**config.mk**
```make
export PLATFORM = sky130hd
export DESIGN_NAME = cell_pos_reader
export DESIGN_NICKNAME = d
export VERILOG_FILES = /design/src/rtl/cell_pos_reader.sv
export SDC_FILE = /design/constraint.sdc
export NUM_CORES = 1
export LEC_CHECK = 0
export ABC_AREA = 1
export BUFFER_PORTS_ARGS = -buffer_cell sky130_fd_sc_hd__buf_4
export CORE_UTILIZATION = 30
export DETAILED_ROUTE_END_ITERATION = 7
export PLACE_DENSITY_LB_ADDON = 0.25
export SLEW_MARGIN = 0
export SYNTH_ARGS = -nofsm -noshare
export SYNTH_HDL_FRONTEND = slang
export SYNTH_SLANG_ARGS = --single-unit
export TNS_END_PERCENT = 10
```
**constraint.sdc**
```tcl
create_clock -name clk -period 2.75 [get_ports clk]
set_input_delay 0.1375 -clock clk [delete_from_list [all_inputs] [get_ports clk]]
set_output_delay 0.1375 -clock clk [all_outputs]
set_load 0.005 [all_outputs]
```
**src/rtl/cell_pos_reader.sv**
```systemverilog
// Read-side master for one cell position RAM: fetches the particle count from word 0,
// then streams words 1..count through a credit-limited skid FIFO. Optional macro: CELL_READ_CLAMP_EN.
module cell_pos_reader #(
    parameter int DATA_WIDTH   = 96,
    parameter int PARTICLE_NUM = 220,
    parameter int ADDR_WIDTH   = 8,
    parameter int RD_LATENCY   = 1,
    parameter int FIFO_DEPTH   = 4
) (
    input  logic                  clk,
    input  logic                  rst_n,
    input  logic                  start,
    output logic                  busy,
    output logic                  done,
    output logic [ADDR_WIDTH-1:0] particle_count,
    output logic [ADDR_WIDTH-1:0] mem_address,
    output logic                  mem_rden,
    output logic                  mem_wren,
    output logic [DATA_WIDTH-1:0] mem_data,
    input  logic [DATA_WIDTH-1:0] mem_q,
    output logic                  out_valid,
    input  logic                  out_ready,
    output logic [DATA_WIDTH-1:0] out_data,
    output logic                  out_last
);

    localparam int PTR_W  = (FIFO_DEPTH > 1) ? $clog2(FIFO_DEPTH) : 1;
    localparam int CNT_W  = $clog2(FIFO_DEPTH) + 1;
    localparam int WAIT_W = (RD_LATENCY > 1) ? $clog2(RD_LATENCY) : 1;
    localparam logic [ADDR_WIDTH-1:0] COUNT_MAX = ADDR_WIDTH'(PARTICLE_NUM - 1);
`ifdef CELL_READ_CLAMP_EN
    localparam bit CLAMP_EN = 1'b1;
`else
    localparam bit CLAMP_EN = 1'b0;
`endif

    typedef enum logic [2:0] {
        S_IDLE,
        S_CNT_REQ,
        S_CNT_WAIT,
        S_STREAM,
        S_DRAIN
    } state_t;

    state_t                  state_q, state_d;
    logic [ADDR_WIDTH-1:0]   addr_q, addr_d;
    logic [ADDR_WIDTH-1:0]   count_q, count_d;
    logic                    done_q, done_d;
    logic [WAIT_W-1:0]       wait_q, wait_d;
    logic [CNT_W-1:0]        inflight_q, inflight_d;
    logic [CNT_W-1:0]        occ_q, occ_d;
    logic [PTR_W-1:0]        wr_ptr_q, rd_ptr_q;
    logic                    pipe_vld_q  [RD_LATENCY];
    logic                    pipe_last_q [RD_LATENCY];
    logic [DATA_WIDTH-1:0]   fifo_data_q [FIFO_DEPTH];
    logic [FIFO_DEPTH-1:0]   fifo_last_q;

    logic                    start_ok;
    logic                    credit_ok;
    logic [CNT_W:0]          credit_sum;
    logic                    issue;
    logic                    issue_last;
    logic                    push;
    logic                    pop;
    logic                    ret_last;
    logic [ADDR_WIDTH-1:0]   count_raw;
    logic [ADDR_WIDTH-1:0]   count_lat;

    assign count_raw  = mem_q[ADDR_WIDTH-1:0];
    assign count_lat  = (CLAMP_EN && (count_raw > COUNT_MAX)) ? COUNT_MAX : count_raw;

    // A start coinciding with the done pulse is dropped so a new run never overlaps the old one.
    assign start_ok   = start && (state_q == S_IDLE) && !done_q;
    assign credit_sum = {1'b0, occ_q} + {1'b0, inflight_q};
    assign credit_ok  = credit_sum < (CNT_W + 1)'(FIFO_DEPTH);
    assign issue      = (state_q == S_STREAM) && credit_ok;
    assign issue_last = (addr_q == count_q);
    assign push       = pipe_vld_q[RD_LATENCY-1];
    assign ret_last   = pipe_last_q[RD_LATENCY-1];
    assign pop        = out_valid && out_ready;

    assign busy           = (state_q != S_IDLE);
    assign done           = done_q;
    assign particle_count = count_q;
    assign mem_address    = addr_q;
    assign mem_rden       = (state_q == S_CNT_REQ) || issue;
    assign mem_wren       = 1'b0;
    assign mem_data       = '0;
    assign out_valid      = (occ_q != '0);
    assign out_data       = fifo_data_q[rd_ptr_q];
    assign out_last       = fifo_last_q[rd_ptr_q];

    always_comb begin
        state_d    = state_q;
        addr_d     = addr_q;
        count_d    = count_q;
        done_d     = 1'b0;
        wait_d     = wait_q;
        inflight_d = inflight_q + CNT_W'(issue) - CNT_W'(push);
        occ_d      = occ_q + CNT_W'(push) - CNT_W'(pop);
        case (state_q)
            S_IDLE: begin
                if (start_ok) begin
                    state_d = S_CNT_REQ;
                    addr_d  = '0;
                end
            end
            S_CNT_REQ: begin
                state_d = S_CNT_WAIT;
                wait_d  = '0;
            end
            S_CNT_WAIT: begin
                if (wait_q == WAIT_W'(RD_LATENCY - 1)) begin
                    count_d = count_lat;
                    if (count_lat == '0) begin
                        done_d  = 1'b1;
                        state_d = S_IDLE;
                    end else begin
                        addr_d  = ADDR_WIDTH'(1);
                        state_d = S_STREAM;
                    end
                end else begin
                    wait_d = wait_q + WAIT_W'(1);
                end
            end
            S_STREAM: begin
                if (issue) begin
                    if (issue_last) begin
                        state_d = S_DRAIN;
                    end else begin
                        addr_d = addr_q + ADDR_WIDTH'(1);
                    end
                end
            end
            S_DRAIN: begin
                if (pop && out_last) begin
                    done_d  = 1'b1;
                    state_d = S_IDLE;
                end
            end
            default: state_d = S_IDLE;
        endcase
    end

    always_ff @(posedge clk or negedge rst_n) begin
        if (!rst_n) begin
            state_q    <= S_IDLE;
            addr_q     <= '0;
            count_q    <= '0;
            done_q     <= 1'b0;
            wait_q     <= '0;
            inflight_q <= '0;
            occ_q      <= '0;
        end else begin
            state_q    <= state_d;
            addr_q     <= addr_d;
            count_q    <= count_d;
            done_q     <= done_d;
            wait_q     <= wait_d;
            inflight_q <= inflight_d;
            occ_q      <= occ_d;
        end
    end

    // Issue tags ride alongside the RAM latency so each return knows whether it is a particle and the last one.
    always_ff @(posedge clk or negedge rst_n) begin
        if (!rst_n) begin
            for (int i = 0; i < RD_LATENCY; i++) begin
                pipe_vld_q[i]  <= 1'b0;
                pipe_last_q[i] <= 1'b0;
            end
        end else begin
            pipe_vld_q[0]  <= issue;
            pipe_last_q[0] <= issue && issue_last;
            for (int i = 1; i < RD_LATENCY; i++) begin
                pipe_vld_q[i]  <= pipe_vld_q[i-1];
                pipe_last_q[i] <= pipe_last_q[i-1];
            end
        end
    end

    always_ff @(posedge clk or negedge rst_n) begin
        if (!rst_n) begin
            for (int i = 0; i < FIFO_DEPTH; i++) begin
                fifo_data_q[i] <= '0;
            end
            fifo_last_q <= '0;
            wr_ptr_q    <= '0;
            rd_ptr_q    <= '0;
        end else begin
            if (push) begin
                fifo_data_q[wr_ptr_q] <= mem_q;
                fifo_last_q[wr_ptr_q] <= ret_last;
                wr_ptr_q              <= wr_ptr_q + PTR_W'(1);
            end
            if (pop) begin
                rd_ptr_q <= rd_ptr_q + PTR_W'(1);
            end
        end
    end

endmodule

```
==> impl_results.md, run 1 <==
- I/O pins: 314
- Max Freq: 401.7 MHz
- Mux contribution to synthesized area: 0%
- Synth async-reset ratio: 100.0%
- Status: finished clean
- Final WL: 51.79 mm
- Number of vias in the routed layout: 15650
- Fillers: 6270
- Vias in the first global route: 15470
- Overflow after GRT: 0
- Routed length per instance: 15.45 um
- Worst-Margin Slew: 0.7832 ns
- TNS Setup: 0 ns
- Layout cells sized above 1: 14.39%
- Die Area: 64270 sq um
- Worst vdd ir: 0.5100 mV
- Die Wd: 253.5 um
- CP max FO: 69
- Clk_skew: 0.03157 ns
- IO Port Bufs: 216
- Power share of the clock group: 23.9%
- Final nets: 2594
- TritonRoute pass-1 iters: 5
- PwrDens: 1155 nW/um^2
- Synth Area per Inst: 8.583 sq um
- Worst-skew pair later-pin latency: 0.58 ns
- Die H: 253.5 um
- DRC Markers: 0
- Max-cap violations: 0
- Clk sink count: 420
- DP Wirelength: 31.75 mm
- Post-synth EDFFs: 0
- Via-to-Cell Ratio: 4.666
- Slowest stage delay, CP: 0.52 ns
- Worst Hold Class: in2reg
- Flop and latch count out of synthesis: 420
- Min cycle time layout: 2.489 ns
- Sw frac: 36.38%
- Distinct cell type count after synthesis: 32
- P_leak: 11.64 nW
- Placer Congestion: 0.7670
- Critical path, cell by cell: inv_6 -> buf_12 -> o21ai_0 -> o22ai_1 -> buf_4
- Synthesized-area fraction occupied by adder cells: 0.9362%
- Initial antenna violation count: 1
- Logic gate share of total power: 38.7%
- Synth Area in Simple Gates: 14.29%
- Clk root buf: clkbuf_16
- Net switching power: 10.08 mW
- Final Power: 27.70 mW
- Int Power: 17.62 mW
- Final core utilization: 38.63%
- Main combinational cell family by area after synthesis: compound AO/OA/AOI/OAI gates
- Synth Cell Area: 18980 sq um
- Sequential share of the synthesized area: 55.38%
- Clk buf depth: 3
- Max-Slew Margin vs Limit: 47.78%
- Post-Place Setup Slack: 0.3867 ns
- CP endpoint kind: output port
- Most common cell in the netlist: o21ai_0
- Row count: 91
- Total Routing Usage GR: 16.21%
- Largest net degree at the start of global routing: 101
- RSZ-0062 raised after global routing: no
- First-pass GRT wire length: 83.64 mm
- Critical Path RT: 2.61 ns
- Number of setup violations in the final report: 0
- Area contributors post-synth: dfrtp_1 (55%), o21ai_0 (16%), nand2_1 (8.9%), nor2_1 (4.2%), buf_4 (3.9%)
- DRT antenna net count: 0
- Ys flop type: dfrtp_1
- Crit path DAT: 2.35 ns
- Hold slack final: 0.08267 ns
- Crit path launch type: register
- # H-tree levels: 2
- Layout area overhead: 26.32%
- Commonest cells post-synth: o21ai_0 (589), nand2_1 (452), dfrtp_1 (420)
- Post_cts resized: 0
- CTS tree: yes
- XOR/XNOR Fraction of Synth Area: 0.6000%
- Synth Instances: 2211
- Flop pwr share: 37.4%
- Setup ws final: 0.2608 ns
- Core area: 62050 sq um
- Share of the synthesized area in the top cell type: 55.38%
- Final Hold Viols: 0
- Share of the clock period used by the worst path: 90.52%
- Initial core utilization: 30.58%
- Largest area contributor in the netlist: dfrtp_1
- Worst-path clk slew: 0.06 ns
- Post-synthesis compound-gate area fraction: 19.05%
- Slew Limit Fails: 0
- Drt initial violations: 1006
- WS Path Type: reg2out
- Synthesis warning total: 0
- Slowest stage cell, crit path: dfrtp_4
- Num CTS Buffers: 49
kinds of logic (layout without fill, tap and decap cells):
group,after synthesis,after routing
xor gates and xnor gates,13,13
adders and majority gates,13,13
other,1,98
and+or+nand+nor,696,696
buffers and inverters,371,579
AOI/OAI and AO/OA,697,697
DFF,420,420
cell type report:
| class | count | area, sq um | area share, % |
|---|---|---|---|
| Sequential cell | 420 | 10520 | 43.86 |
| Timing Repair Buffer | 368 | 3291 | 13.73 |
| Inverter | 126 | 478.0 | 1.994 |
| Clock inverter | 11 | 195.2 | 0.8142 |
| Multi-Input combinational cell | 1516 | 7013 | 29.26 |
| Clock buffer | 74 | 1430 | 5.966 |
| Tap cell | 837 | 1047 | 4.369 |
| Antenna cell | 1 | 2.502 | 0.01044 |
what timing repair did:
action,4_1_cts,5_1_grt
buffers inserted,0,0
hold buffers,98,0
hold endpoints to repair,461,0
power by group through the flow:
stage          logic (mW)  registers (mW)  clock network [mW]
2_1_floorplan        6.33            10.1                   0
3_3_place_gp         10.6            10.4                   0
3_5_place_dp         10.8            10.4                   0
4_1_cts              10.9            10.4                6.81
5_1_grt              12.2            10.7                7.02
6_report             10.7            10.4                6.61
path summary, 6_finish.rpt:
path,from,to,cells past startpoint,slack (ns)
setup reg to reg,inflight_q[2]$_DFF_PN0_,inflight_q[2]$_DFF_PN0_,11,0.41
setup / recovery,rd_ptr_q[0]$_DFFE_PN0P_,out_data[94],5,0.26
hold reg to reg,fifo_data_q[265]$_DFFE_PN0P_,fifo_data_q[265]$_DFFE_PN0P_,2,0.48
max in group asynchronous,rst_n,fifo_data_q[383]$_DFFE_PN0P_,4,1.69
hold / removal,start,state_q[2]$_DFFE_PN0P_,7,0.08
min in group asynchronous,rst_n,mem_address[6]$_DFFE_PN0P_,2,0.19
layer usage:
metal	vias up	part of all wire [%]	global-route usage [%]	wire length, um
met5	-	0	0	0
met4	0	2.1	4.710	1103
met3	79	5.1	2.571	2621
met2	432	47	26.77	24450
met1	7517	46	21.83	23620
li1	7617	-	-	-
flip-flops by register name, summed over array words and instances (netlist names), 2 cells and up:
name,count
fifo_data_q,384
mem_address,8
particle_count,8
fifo_last_q,4
inflight_q,3
occ_q,3
state_q,3
rd_ptr_q,2
wr_ptr_q,2
worst max-delay path: cells and delay by family (launching register included):
family	cells	cell delay [ns]
buffers and inverters	3	0.84
DFF	1	0.52
AOI/OAI and AO/OA	2	0.40
through the flow:
step                      instance area [sq um]  cells
after floorplan                           19340   2307
after global placement                    21360   3169
after detailed placement                  21360   3169
after CTS                                 23970   3352
after global routing                      23970   3353
final                                     23970   3353
placed cells by master (no fill, tap or decap), types with 4 or more instances in the layout:
cell             n
clkbuf_8        11
nand2_1        448
xor2_1           5
nor2_1         211
nand3_1         14
ha_1            11
o22ai_1         96
nand2_4          5
a21oi_1          5
dlygate4sd3_1   98
dfrtp_1        418
conb_1          97
o21ai_1          4
buf_4          247
inv_1          121
buf_12          22
bufinv_16        5
clkbuf_16       49
xnor2_1          8
o21ai_0        589
clkbuf_1        14
No activity file was read; power rests on OpenSTA's default activity.
==> inputs of run 2 (changes only) <==
--- a/config.mk
+++ b/config.mk
@@ -7,9 +7,9 @@
 export LEC_CHECK = 0
 export ABC_AREA = 1
 export BUFFER_PORTS_ARGS = -buffer_cell sky130_fd_sc_hd__buf_4
-export CORE_UTILIZATION = 30
+export CORE_UTILIZATION = 57
 export DETAILED_ROUTE_END_ITERATION = 7
-export PLACE_DENSITY_LB_ADDON = 0.25
+export PLACE_DENSITY = 0.93
 export SLEW_MARGIN = 0
 export SYNTH_ARGS = -nofsm -noshare
 export SYNTH_HDL_FRONTEND = slang
==> run 2 against run 1 <==
  * Highest routed layer unchanged
  * Critical path depth unchanged
  * Hold slack worse by 0.0026 ns
  * Critical endpoint is now out_data[19]
  * Core utilization up 33 points
  * Critical path type unchanged
==> impl_results.md, run 2 (same netlist as run 1, synthesis figures left out) <==
- Status: finished clean
- I/O pins: 314 (unchanged)
- Most flop-heavy register: fifo_data_q
- Worst-Margin Slew: 0.7270 ns (-0.05621 ns)
- Core area: 32620 sq um (-47%)
- Reg2Reg Depth: 11 (unchanged)
- Commonest non-fill, non-tap cell in the layout: o21ai_0
- Final Hold Viols: 0 (unchanged)
- Layout cells sized above 1: 13.94% (-0.45 points)
- DRC Markers: 0 (unchanged)
- Min cycle time layout: 2.526 ns (+0.03662 ns)
- Max-Slew Margin vs Limit: 51.53% (+3.7 points)
- Fillers: 2055 (-67%)
- Worst-skew pair later-pin latency: 0.53 ns (-0.05 ns)
- Overflow after GRT: 0 (unchanged)
- Hold slack final: 0.08003 ns (-0.002639 ns)
- Final nets: 2570 (-0.93%)
- IO Port Bufs: 216 (unchanged)
- Setup crit end: out_data[19]
- # H-tree levels: 2 (unchanged)
- WS Path Type: reg2out
- Via-to-Cell Ratio: 5.859 (+26%)
- Number of vias in the routed layout: 17180 (+9.8%)
- Max-cap violations: 0 (unchanged)
- Setup ws final: 0.2241 ns (-0.03662 ns)
- DP Wirelength: 27.65 mm (-13%)
- Initial core utilization: 58.18% (+28 points)
- Net switching power: 10.47 mW (+4.0%)
- DRT antenna net count: 0 (unchanged)
- FF-to-FF Start: inflight_q[2]$_DFF_PN0_
- Drt initial violations: 1812 (+80%)
- Flop pwr share: 37.9% (+0.5 points)
- Clk sink count: 420 (unchanged)
- Number of setup violations in the final report: 0 (unchanged)
- Largest net degree at the start of global routing: 111 (+9.9%)
- RSZ-0062 raised after global routing: no
- Worst Hold Class: in2reg
- TNS Setup: 0 ns (unchanged)
- Hold Startpoint: out_ready
- Placer Congestion: 0.8130 (+6.0%)
- CTS tree: yes
- PwrDens: 1202 nW/um^2 (+4.0%)
- CP endpoint kind: output port
- Post_cts resized: 0 (unchanged)
- Post-Place Setup Slack: 0.3690 ns (-0.01768 ns)
- First-pass GRT wire length: 83.32 mm (-0.38%)
- Die H: 184.5 um (-27%)
- Num CTS Buffers: 43 (-12%)
- Reg-to-Reg End: inflight_q[2]$_DFF_PN0_
- P_leak: 11.52 nW (-1.0%)
- Share of the clock period used by the worst path: 91.85% (+1.3 points)
- Vias in the first global route: 17060 (+10%)
- Slew Limit Fails: 0 (unchanged)
- Crit path launch type: register
- Die Area: 34030 sq um (-47%)
- Max Freq: 395.9 MHz (-1.4%)
- Logic gate share of total power: 39.3% (+0.6 points)
- Power share of the clock group: 22.8% (-1.1 points)
- Crit path DAT: 2.39 ns (+0.04 ns)
- Row count: 66 (-27%)
- TritonRoute pass-1 iters: 6 (+1)
- Worst-path clk slew: 0.06 ns (about the same)
- Clk root buf: clkbuf_16
- # hold bufs at CTS: 97 (-1.0%)
- Routed length per instance: 17.68 um (+14%)
- Critical Path RT: 2.61 ns (about the same)
- Clk_skew: 0.02703 ns (-0.004546 ns)
- Die Wd: 184.5 um (-27%)
- CP max FO: 60 (-13%)
- Storage cell area: 10520 sq um (unchanged)
- Total Routing Usage GR: 30.41% (+14 points)
- Worst vdd ir: 0.7761 mV (+52%)
- Initial antenna violation count: 1 (unchanged)
- Multi-input combinational cell area: 7013 sq um (unchanged)
- Final WL: 51.87 mm (+0.14%)
- Commonest non-fill, non-tap cells in the layout: o21ai_0 (589), nand2_1 (448), dfrtp_1 (418)
- Clk buf depth: 3 (unchanged)
- Layout area overhead: 22.42%
- Sw frac: 37.52% (+1.1 points)
- Int Power: 17.45 mW (-1.0%)
- Max reg flops: 384 (unchanged)
- R2R Setup Slk: 0.34 ns (-0.07 ns)
- Post CTS Setup Buffer Count: 0 (unchanged)
- CP startpoint: rd_ptr_q[0]$_DFFE_PN0P_
[run 2: cell types whose count changed in the layout (fill, tap and decap cells not counted), sizes merged]
cell | previous run | this run
buf | 270 | 253
clkbuf | 74 | 60
clkinv | 5 | 10
bufinv | 5 | 7
diode | 1 | 2
dlygate4sd3 | 98 | 97
inv | 127 | 126
[run 2: cell type report]
class	count	share of cell area (%)
antenna	2	0.02154
timing repair buffer	350	13.36
clock buffer	60	5.564
inverter	126	2.057
multi-input combinational	1516	30.19
tap	442	2.381
sequential	420	45.26
clock inverter	17	1.169
[run 2: stage by stage]
step / instances / cell area, sq um / power (mW) / util (%)
2_1_floorplan: 2307 / 19340 / 16.38 / -
6_report: 2933 / 23230 / 27.92 / 71.22
3_5_place_dp: 2757 / 20690 / 20.82 / 63.43
5_1_grt: 2932 / 23230 / 29.60 / 71.21
4_1_cts: 2931 / 23230 / 27.47 / 71.20
3_3_place_gp: 2757 / 20690 / 20.17 / 63.43
[run 2: critical path, cell delays in order (launching register included)]
cell and delay, ns:
dfrtp_4 0.53, inv_6 0.38, buf_12 0.32, o21ai_0 0.13
o22ai_1 0.29, buf_4 0.17
[run 2: how the worst min path moves through the flow]
stage	cells past startpoint	to	slack, ns
final	4	rd_ptr_q[0]$_DFFE_PN0P_	0.08
after global routing	4	rd_ptr_q[0]$_DFFE_PN0P_	0.06
after CTS	4	rd_ptr_q[0]$_DFFE_PN0P_	0.06
after detailed placement	1	state_q[2]$_DFFE_PN0P_	0.20
after global placement	1	state_q[2]$_DFFE_PN0P_	0.20
after floorplan	0	done$_DFF_PN0_	-0.16
[run 2: layer usage]
| layer | global-route usage (%) | vias to the layer above | share of wire, % |
|---|---|---|---|
| met5 | 0 | - | 0 |
| met4 | 16.63 | 0 | 4.5 |
| met2 | 50.93 | 1189 | 49 |
| met3 | 5.572 | 209 | 9.0 |
| li1 | - | 7584 | - |
| met1 | 37.33 | 8202 | 37 |
[run 2: power groups by stage]
| stage | combinational (mW) | clock, mW | sequential [mW] |
|---|---|---|---|
| finish | 11.0 | 6.36 | 10.6 |
| global route | 12.1 | 6.68 | 10.8 |
| CTS | 10.6 | 6.40 | 10.5 |
| detailed placement | 10.3 | 0 | 10.5 |
| global placement | 9.87 | 0 | 10.3 |
| floorplan | 6.33 | 0 | 10.1 |
